--- src/rtl/overlay_config_loader_if.sv ---
// ---------------------------------------------------------------------------
// overlay_config_loader_if
//   Byte stream between a configuration source and overlay_config_loader.
//   Carries the configuration bytes toward the loader (valid/ready) and the
//   readback bytes coming back from the scan chain (one-cycle valid strobe).
//
//   data_in        [7:0]  configuration byte (source -> loader)
//   data_valid            data_in valid        (source -> loader)
//   data_ready            loader accepts now   (loader -> source)
//   readback_data  [7:0]  captured chain bits  (loader -> source)
//   readback_valid        readback_data strobe (loader -> source)
//
//   master: configuration source / host side
//   slave : loader side
// ---------------------------------------------------------------------------
interface overlay_config_loader_if;
    logic [7:0] data_in;
    logic       data_valid;
    logic       data_ready;
    logic [7:0] readback_data;
    logic       readback_valid;

    modport master (
        output data_in,
        output data_valid,
        input  data_ready,
        input  readback_data,
        input  readback_valid
    );

    modport slave (
        input  data_in,
        input  data_valid,
        output data_ready,
        output readback_data,
        output readback_valid
    );
endinterface

--- src/rtl/overlay_config_loader.sv ---
// ---------------------------------------------------------------------------
// overlay_config_loader
//   Serialises configuration bytes MSB-first into the overlay scan chain and
//   captures the bits falling out of the chain as readback bytes. One load
//   shifts exactly CHAIN_LENGTH bits; a trailing partial byte uses only the
//   top R bits of the byte and returns its readback right-aligned.
//
//   Parameters
//     CHAIN_LENGTH  scan-chain bits per load (1 .. 2^COUNT_WIDTH-1)
//     COUNT_WIDTH   width of the bit counter
//   Ports
//     clock         rising-edge clock
//     reset         synchronous, active-high
//     start         begin a load (honoured in IDLE or DONE only)
//     host          byte stream in / readback out (slave modport)
//     shift_enable  to overlay shift_enable
//     chain_in      to overlay shift_in
//     chain_out     from overlay shift_out
//     busy          high while waiting for or shifting a byte
//     done          high once the whole chain has been shifted
// ---------------------------------------------------------------------------
module overlay_config_loader #(
    parameter int CHAIN_LENGTH = 100,
    parameter int COUNT_WIDTH  = 16
) (
    input  logic                    clock,
    input  logic                    reset,
    input  logic                    start,
    overlay_config_loader_if.slave  host,
    output logic                    shift_enable,
    output logic                    chain_in,
    input  logic                    chain_out,
    output logic                    busy,
    output logic                    done
);

    typedef enum logic [1:0] {
        S_IDLE,
        S_WAIT,
        S_SHIFT,
        S_DONE
    } state_t;

    localparam logic [COUNT_WIDTH-1:0] LAST_BIT = COUNT_WIDTH'(CHAIN_LENGTH - 1);

    state_t                 state;
    state_t                 state_next;
    logic [COUNT_WIDTH-1:0] bit_count;
    logic [3:0]             nbits;
    logic [7:0]             sreg;
    logic [7:0]             capture;
    logic                   chain_end;
    logic                   byte_end;

    // Both terminate conditions are evaluated on the pre-increment counts, so
    // the edge that performs the final shift is also the edge that leaves SHIFT.
    assign chain_end = (bit_count == LAST_BIT);
    assign byte_end  = (nbits == 4'd7) || chain_end;

    always_ff @(posedge clock) begin
        if (reset) begin
            state <= S_IDLE;
        end else begin
            state <= state_next;
        end
    end

    // Next state and state-decoded outputs. Outputs depend on registered state
    // only (no input feeds shift_enable or chain_in combinationally).
    always_comb begin
        state_next      = state;
        host.data_ready = 1'b0;
        shift_enable    = 1'b0;
        chain_in        = 1'b0;
        busy            = 1'b0;
        done            = 1'b0;
        case (state)
            S_IDLE: begin
                if (start) state_next = S_WAIT;
            end
            S_WAIT: begin
                host.data_ready = 1'b1;
                busy            = 1'b1;
                if (host.data_valid) state_next = S_SHIFT;
            end
            S_SHIFT: begin
                shift_enable = 1'b1;
                chain_in     = sreg[7];
                busy         = 1'b1;
                if (byte_end) state_next = chain_end ? S_DONE : S_WAIT;
            end
            S_DONE: begin
                done = 1'b1;
                if (start) state_next = S_WAIT;
            end
            default: state_next = S_IDLE;
        endcase
    end

    always_ff @(posedge clock) begin
        if (reset) begin
            bit_count           <= '0;
            nbits               <= '0;
            sreg                <= '0;
            capture             <= '0;
            host.readback_data  <= '0;
            host.readback_valid <= 1'b0;
        end else begin
            host.readback_valid <= 1'b0;
            case (state)
                S_IDLE, S_DONE: begin
                    if (start) bit_count <= '0;
                end
                S_WAIT: begin
                    if (host.data_valid) begin
                        sreg    <= host.data_in;
                        nbits   <= '0;
                        // Clearing here is what leaves the upper bits of a
                        // partial-byte readback at zero.
                        capture <= '0;
                    end
                end
                S_SHIFT: begin
                    sreg      <= {sreg[6:0], 1'b0};
                    capture   <= {capture[6:0], chain_out};
                    bit_count <= bit_count + COUNT_WIDTH'(1);
                    nbits     <= nbits + 4'd1;
                    if (byte_end) begin
                        host.readback_data  <= {capture[6:0], chain_out};
                        host.readback_valid <= 1'b1;
                    end
                end
                default: ;
            endcase
        end
    end

endmodule

--- src/flat_wrapper.sv ---
// flat-port wrapper written by rule: the top's interface ports become plain ports
module overlay_config_loader_flat 
#(
    parameter int CHAIN_LENGTH = 100,
    parameter int COUNT_WIDTH  = 16
)
  (clock, reset, start, shift_enable, chain_in, chain_out, busy, done, host_data_in, host_data_valid, host_data_ready, host_readback_data, host_readback_valid);
  overlay_config_loader_if host_i ();
  input  logic clock;
  input  logic reset;
  input  logic start;
  output logic shift_enable;
  output logic chain_in;
  input  logic chain_out;
  output logic busy;
  output logic done;
  input wire logic [$bits(host_i.data_in)-1:0] host_data_in;
  input wire logic [$bits(host_i.data_valid)-1:0] host_data_valid;
  output wire logic [$bits(host_i.data_ready)-1:0] host_data_ready;
  output wire logic [$bits(host_i.readback_data)-1:0] host_readback_data;
  output wire logic [$bits(host_i.readback_valid)-1:0] host_readback_valid;
  assign host_i.data_in = host_data_in;
  assign host_i.data_valid = host_data_valid;
  assign host_data_ready = host_i.data_ready;
  assign host_readback_data = host_i.readback_data;
  assign host_readback_valid = host_i.readback_valid;
  overlay_config_loader #(.CHAIN_LENGTH(CHAIN_LENGTH), .COUNT_WIDTH(COUNT_WIDTH)) u_core (.clock(clock), .reset(reset), .start(start), .host(host_i), .shift_enable(shift_enable), .chain_in(chain_in), .chain_out(chain_out), .busy(busy), .done(done));
endmodule
--- config.mk ---
export PLATFORM = sky130hd
export DESIGN_NAME = overlay_config_loader_flat
export DESIGN_NICKNAME = d
export VERILOG_FILES = /design/src/rtl/overlay_config_loader_if.sv /design/src/rtl/overlay_config_loader.sv /design/src/flat_wrapper.sv
export SDC_FILE = /design/constraint.sdc
export NUM_CORES = 1
export LEC_CHECK = 0
export ABC_AREA = 0
export BUFFER_PORTS_ARGS = -buffer_cell sky130_fd_sc_hd__buf_4
export CELL_PAD_IN_SITES_DETAIL_PLACEMENT = 1
export CELL_PAD_IN_SITES_GLOBAL_PLACEMENT = 1
export CORE_AREA = 2 2 96 98
export CTS_CLUSTER_SIZE = 28
export DETAILED_ROUTE_END_ITERATION = 10
export DIE_AREA = 0 0 98 100
export PLACE_DENSITY_LB_ADDON = 0.1
export SYNTH_ARGS = -nofsm -noshare
export SYNTH_HDL_FRONTEND = slang
export SYNTH_SLANG_ARGS = --single-unit
--- constraint.sdc ---
create_clock -name clock -period 2.1 [get_ports clock]
set_input_delay 0.21 -clock clock [delete_from_list [all_inputs] [get_ports clock]]
set_output_delay 0.21 -clock clock [all_outputs]
set_load 0.02 [all_outputs]
==> impl_metrics.py, run 1 <==
metrics = {
    "status": {
        "outcome": "finished, final reports clean",
    },
    "synth": {
        "synth_ff_type": "dfxtp_1",
        "synth_area_sq_um": 2300,
        "yosysWarnings": 0,
        "synth_area_leaders": "dfxtp_1, nor2_1, nand2_1",
        "synth_compound_area_share_pct": 13.7,
        "synth_mux_area_share_pct": 5.00,
        "synth_top_area_cell": "dfxtp_1",
        "yosys.area_share.adder_pct": 2.72,
        "synthesis.nets": 298,
        "synthSimpleGateAreaFrac_pct": 32.9,
        "ys_top_cells_by_count": "dfxtp_1, nor2_1, nand2_1, a21oi_1, nand3_1",
        "synth_most_common_cell": "dfxtp_1",
        "synthXorXnorAreaFrac_pct": 2.28,
        "netlist_instances": 280,
        "async_flop_share_pct": 0,
        "ys_types": 40,
        "synth_edf_count": 0,
        "avgSynthCellArea_sq_um": 8.22,
        "synth_top_family_by_area": "simple AND/OR/NAND/NOR gates",
        "ys_seq_area_share_pct": 40.0,
        "ys_seq_elements": 46,
        "synth_top_cell_area_share_pct": 40.0,
    },
    "die": {
        "io_pins": 27,
        "die_w_um": 98,
        "core.rowCount": 35,
        "initial_core_util_pct": 25.9,
        "die_h_um": 100,
        "die-area_sq_um": 9800,
        "core_sq_um": 8890,
    },
    "route": {
        "dr.pass1.iters": 4,
        "drc": 0,
        "ant_nets": 0,
        "via_per_inst": 4.99,
        "vias": 2092,
        "wire_per_inst_um": 14.3,
        "drt_iter0_drc": 45,
        "drt_wl_total_um": 6010,
    },
    "cells_and_area": {
        "drive_gt1_share_pct": 19.5,
        "fill_cells": 1066,
        "insertedDiodeCount": 0,
        "instances_no_fill": 419,
        "syn_to_final_growth_pct": 20.9,
        "nets": 325,
    },
    "worst_setup_path": {
        "path_delay_family": "simple AND/OR/NAND/NOR gates",
        "required_ns": 2.35,
        "cp_max_fo": 6,
        "crit_path_start_kind": "register",
        "crit_slowest_cell": "or4_1",
        "path_buf_inv": 1,
        "arrival_ns": 2.19,
        "crit_chain": "inv_1 > ha_4 > mux2i_2 > or3_4 > or4_1 > a21oi_1",
        "cpPeakStageDelay_ns": 0.48,
        "worst-setup-path-type": "reg -> reg",
        "critPathCaptureType": "register",
    },
    "timing": {
        "fmax_mhz": 515,
        "finalSetupViolCount": 0,
        "tns_ns": 0,
        "min_period_ns": 1.94,
        "fin_hold_ws_ns": 0.178,
        "min_period_over_period_pct": 92.5,
        "final-hold-violation-count": 0,
        "report.final.slew_viol_count": 0,
        "fin_ws_ns": 0.158,
        "rsz0062_at_grt": "false",
        "skew_ns": 0.00762,
        "slew_headroom_pct": 63.6,
        "worst_pin_slew_ns": 0.546,
    },
    "clock_network": {
        "clk_pin_slew_ns": 0.10,
        "cts_htree_levels": 2,
        "cts_sinks": 46,
        "holdBufCountCts": 0,
        "cts_made_buffers": 5,
        "clockRootBuffer": "clkbuf_8",
        "cts_tree": "yes",
        "worstSkewPairLatency_ns": 0.31,
        "clockBufferDepth": 2,
    },
    "placement": {
        "dp_cells": 411,
        "place.gp.congestion": 0.725,
        "port_buffers": 26,
        "dp_slack_ns": 0.0310,
        "dp_hpwl_um": 4150,
    },
    "job": {
        "drv_cap": 0,
    },
    "global_routing": {
        "grt.total_usage_pct": 13.0,
        "grt_max_degree": 54,
        "grt_pass1_vias": 2110,
        "antenna_found_initial": 0,
        "overflow": 0,
        "grt_pass1_wl_um": 10500,
    },
    "power": {
        "ir_worst_vdd_v": 0.000399,
        "p_per_area_nw_per_um2": 920,
        "finalPower_uw": 2560,
        "p_leak_uw": 0.00102,
    },
    "hold_path": {
        "hp-class": "in -> reg",
    },
}
cell usage in the layout (no fill, tap or decap), types with 7 or more instances in the layout:
cell / synthesis / final
nand3_1: 15 / 15
nand2_1: 32 / 32
buf_4: 0 / 36
dfxtp_1: 46 / 45
or4b_2: 8 / 8
nor2_1: 38 / 37
nor3b_1: 10 / 10
a21oi_1: 18 / 18
or4_1: 7 / 7
a211oi_1: 7 / 7
a22oi_1: 10 / 10
mux2i_1: 9 / 9
report_power, final:
part           switching, uW  leakage, uW  internal (uW)
Combinational            510     0.000589            351
Sequential              50.8     0.000373            951
Clock                    342    0.0000585            358
worst register-to-register path, delay by kind of cell (launching register included):
kind                       cells  cell delay (ns)
AOI/OAI and AO/OA              1             0.14
adders and majority gates      1             0.25
buffers and inverters          1             0.08
DFF                            1             0.35
muxes                          1             0.16
and+or+nand+nor                2             0.90
per-stage QoR:
| stage | instance area, sq um | util (%) |
|---|---|---|
| detailed placement | 2660 | 29.9 |
| CTS | 2770 | 31.1 |
| global route | 2780 | 31.3 |
| global placement | 2660 | 29.9 |
| floorplan | 2300 | - |
| finish | 2780 | 31.3 |
per-layer routing:
layer	wire (um)	track usage [%]	part of all wire [%]
met5	0	0	0
met4	71	3.53	1.2
met3	121	2.58	2.0
met2	2910	21.9	48
met1	2900	17.1	48
state kept, by name (all words and copies together) (netlist names):
signal,cells
u_core.host.readback_valid,1
u_core.sreg,8
u_core.host.readback_data,8
u_core.capture,7
u_core.state,2
u_core.bit_count,16
u_core.nbits,4
path summary, 6_finish.rpt:
check                                      from              endpoint  slack [ns]  depth (start not counted)
worst max-delay path            u_core.state[0]  u_core.bit_count[15]        0.16                          6
worst max register to register  u_core.state[0]  u_core.bit_count[15]        0.16                          6
worst min register to register   u_core.sreg[0]        u_core.sreg[0]        0.47                          2
worst min-delay path                  chain_out     u_core.capture[0]        0.18                          3
repair_timing:
action / 4_1_cts / 5_1_grt
buffers inserted: 0 / 0
setup endpoints to repair: 0 / 10
gates resized for setup: 0 / 3
final cells by class:
cell class / instances / area [sq um] / area share, %
Multi-Input combinational cell: 214 / 1330 / 47.6
Sequential cell: 46 / 922 / 33.1
Timing Repair Buffer: 36 / 270 / 9.71
Tap cell: 111 / 139 / 4.99
Clock buffer: 5 / 68.8 / 2.47
Clock inverter: 3 / 43.8 / 1.57
Inverter: 4 / 15.0 / 0.539
cell families after synthesis:
group / count (synthesis)
and+or+nand+nor: 142
AOI/OAI and AO/OA: 50
DFF: 46
buffers and inverters: 20
muxes: 11
xor gates and xnor gates: 6
adders and majority gates: 5
No activity file was read; power rests on OpenSTA's default activity.
==> inputs of run 2 (changes only) <==
--- a/config.mk
+++ b/config.mk
@@ -7,13 +7,10 @@
 export LEC_CHECK = 0
 export ABC_AREA = 0
 export BUFFER_PORTS_ARGS = -buffer_cell sky130_fd_sc_hd__buf_4
-export CELL_PAD_IN_SITES_DETAIL_PLACEMENT = 1
-export CELL_PAD_IN_SITES_GLOBAL_PLACEMENT = 1
 export CORE_AREA = 2 2 96 98
 export CTS_CLUSTER_SIZE = 28
 export DETAILED_ROUTE_END_ITERATION = 10
 export DIE_AREA = 0 0 98 100
-export PLACE_DENSITY_LB_ADDON = 0.1
 export SYNTH_ARGS = -nofsm -noshare
 export SYNTH_HDL_FRONTEND = slang
 export SYNTH_SLANG_ARGS = --single-unit
==> constraint.sdc (replaced) <==
create_clock -name clock -period 2.2 [get_ports clock]
set_input_delay 0.22 -clock clock [delete_from_list [all_inputs] [get_ports clock]]
set_output_delay 0.22 -clock clock [all_outputs]
set_load 0.02 [all_outputs]
==> run 2 against run 1 <==
Effect of this change:
- global-route usage down 2.3 points
- sequential power down 5%
- utilization down 0.52 points
- non-clock buffer count down 3
- die area unchanged
- routed wire length down 15%
- sequential share of layout area up 0.51 points
- register-to-register slack about the same
- via count down 2.1%
- highest routed layer unchanged
==> impl_metrics.py, run 2 (synthesis gave the netlist of run 1 again) <==
metrics = {
    "cells_and_area": {
        "insertedDiodeCount": 0,
        "drive_gt1_share_pct": 17.7,
        "design_area_sq_um": 2740,
        "instances_no_fill": 416,
        "layout_commonest_cell": "dfxtp_1",
        "multi_input_area_sq_um": 1310,
        "largest_register_ffs": 16,
        "nets": 322,
        "mostFrequentLayoutCells": "dfxtp_1, nor2_1, buf_4, nand2_1, a21oi_1",
        "ff_latch_area_sq_um": 921,
        "reg.largest.list": "u_core.bit_count (16), u_core.host.readback_data (8), u_core.sreg (8)",
        "regMostFlops": "u_core.bit_count",
        "syn_to_final_growth_pct": 18.9,
        "fill_cells": 965,
    },
    "timing": {
        "report.final.slew_viol_count": 0,
        "skew_ns": 0.00927,
        "finalSetupViolCount": 0,
        "tns_ns": 0,
        "min_period_ns": 2.04,
        "fin_hold_ws_ns": 0.196,
        "min_period_over_period_pct": 92.6,
        "slew_headroom_pct": 34.3,
        "final-hold-violation-count": 0,
        "worst_pin_slew_ns": 0.982,
        "fmax_mhz": 491,
        "rsz0062_at_grt": "false",
    },
    "clock_network": {
        "worstSkewPairLatency_ns": 0.30,
        "cts_tree": "yes",
        "clockBufferDepth": 2,
        "cts_sinks": 46,
        "cts_setup_buffers": 0,
        "cts-resized-gates": 0,
        "cts_htree_levels": 2,
        "clk_pin_slew_ns": 0.09,
        "clockRootBuffer": "clkbuf_8",
        "holdBufCountCts": 0,
        "cts_made_buffers": 5,
    },
    "worst_setup_path": {
        "crit_chain": "inv_1 > ha_1 > mux2i_2 > or3_4 > or4_1 > a21oi_1",
        "cp_max_fo": 6,
        "cp-startpoint": "u_core.state[0]",
        "worst-setup-path-type": "reg -> reg",
        "crit_slowest_cell": "or4_1",
        "arrival_ns": 2.28,
        "endpoint": "u_core.bit_count[15]",
        "required_ns": 2.44,
        "crit_path_start_kind": "register",
        "timing.rr.start": "u_core.state[0]",
        "critPathCaptureType": "register",
        "cpPeakStageDelay_ns": 0.47,
        "reg2regPathDepth": 6,
        "ff2ff_setup_slack_ns": 0.16,
        "rr_endpoint": "u_core.bit_count[15]",
    },
    "die": {
        "die-area_sq_um": 9800,
        "die_h_um": 100,
        "initial_core_util_pct": 25.9,
        "core_sq_um": 8890,
        "die_w_um": 98,
        "io_pins": 27,
        "core.rowCount": 35,
    },
    "placement": {
        "port_buffers": 26,
        "dpl_cell_area_sq_um": 2630,
        "place.gp.congestion": 0.865,
        "dp_cells": 408,
        "dp_hpwl_um": 3510,
    },
    "power": {
        "p_per_area_nw_per_um2": 848,
        "p_switching_uw": 814,
        "comb_power_share_pct": 33.3,
        "ir_worst_vdd_v": 0.000296,
        "internal_power_uw": 1510,
        "finalPower_uw": 2320,
        "pwr-share-seq_pct": 41.1,
        "p_sw_share_pct": 35.1,
        "clockPowerShare_pct": 25.6,
        "p_leak_uw": 0.00100,
    },
    "global_routing": {
        "grt_pass1_vias": 1883,
        "overflow": 0,
        "grt_max_degree": 54,
        "grt_pass1_wl_um": 8680,
        "grt.total_usage_pct": 10.7,
        "antenna_found_initial": 0,
    },
    "route": {
        "drt_iter0_drc": 84,
        "via_per_inst": 4.93,
        "drt_wl_total_um": 5100,
        "wire_per_inst_um": 12.3,
        "vias": 2049,
        "dr.pass1.iters": 4,
        "drc": 0,
        "ant_nets": 0,
    },
    "hold_path": {
        "hp-class": "in -> reg",
    },
    "status": {
        "outcome": "finished, final reports clean",
    },
    "job": {
        "drv_cap": 0,
    },
}
[run 2: cell types whose count changed in the layout (fill, tap and decap cells not counted)]
cell and change:
clkbuf_8 +2, buf_4 -3, nor2_2 -1, bufinv_16 -1, clkinv_4 +1, ha_4 -1, dfxtp_2 -1, inv_6 -1
dfxtp_1 +1, clkinv_2 -1, ha_1 +1, nor2_1 +1
[run 2: metrics by stage]
stage	setup WS, ns	utilization (%)
2_1_floorplan	0.131	-
3_3_place_gp	0.221	29.6
3_5_place_dp	0.174	29.6
4_1_cts	0.157	30.8
5_1_grt	0.0775	30.8
6_report	0.163	30.8
[run 2: power groups by stage]
| stage | Combinational, uW | Clock (uW) | Sequential, uW |
|---|---|---|---|
| floorplan | 541 | 0 | 962 |
| CTS | 783 | 612 | 954 |
| detailed placement | 779 | 0 | 974 |
| global route | 867 | 646 | 965 |
| finish | 774 | 595 | 953 |
| global placement | 772 | 0 | 970 |
[run 2: how the worst min path moves through the flow]
stage,start,to,slack [ns],cells past startpoint
2_1_floorplan,chain_out,u_core.capture[0],0.38,2
3_3_place_gp,u_core.sreg[0],u_core.sreg[0],0.47,2
3_5_place_dp,u_core.sreg[0],u_core.sreg[0],0.46,2
4_1_cts,chain_out,u_core.capture[0],0.20,3
5_1_grt,chain_out,u_core.capture[0],0.21,3
6_report,chain_out,u_core.capture[0],0.20,3
[run 2: critical path, delay by kind of cell, from the launching register on]
kind            cells  cell delay (ns)
mux                 1             0.17
fa+ha+maj           1             0.33
compound gates      1             0.14
flops               1             0.38
simple gates        2             0.89
buf+inv             1             0.07
[run 2: area by class of cell]
| type | instances | area share, % |
|---|---|---|
| multi-input combinational | 214 | 47.9 |
| tap | 111 | 5.07 |
| sequential | 46 | 33.6 |
| clock buffer | 7 | 3.52 |
| clock inverter | 1 | 0.320 |
| inverter | 4 | 0.548 |
| timing repair buffer | 33 | 9.05 |
[run 2: per-layer routing]
| metal | part of all wire, % | up-vias | track usage (%) |
|---|---|---|---|
| met4 | 1.1 | 0 | 3.31 |
| met5 | 0 | - | 0 |
| met2 | 48 | 17 | 18.0 |
| met3 | 2.5 | 5 | 2.51 |
| met1 | 49 | 974 | 13.5 |
| li1 | - | 1053 | - |
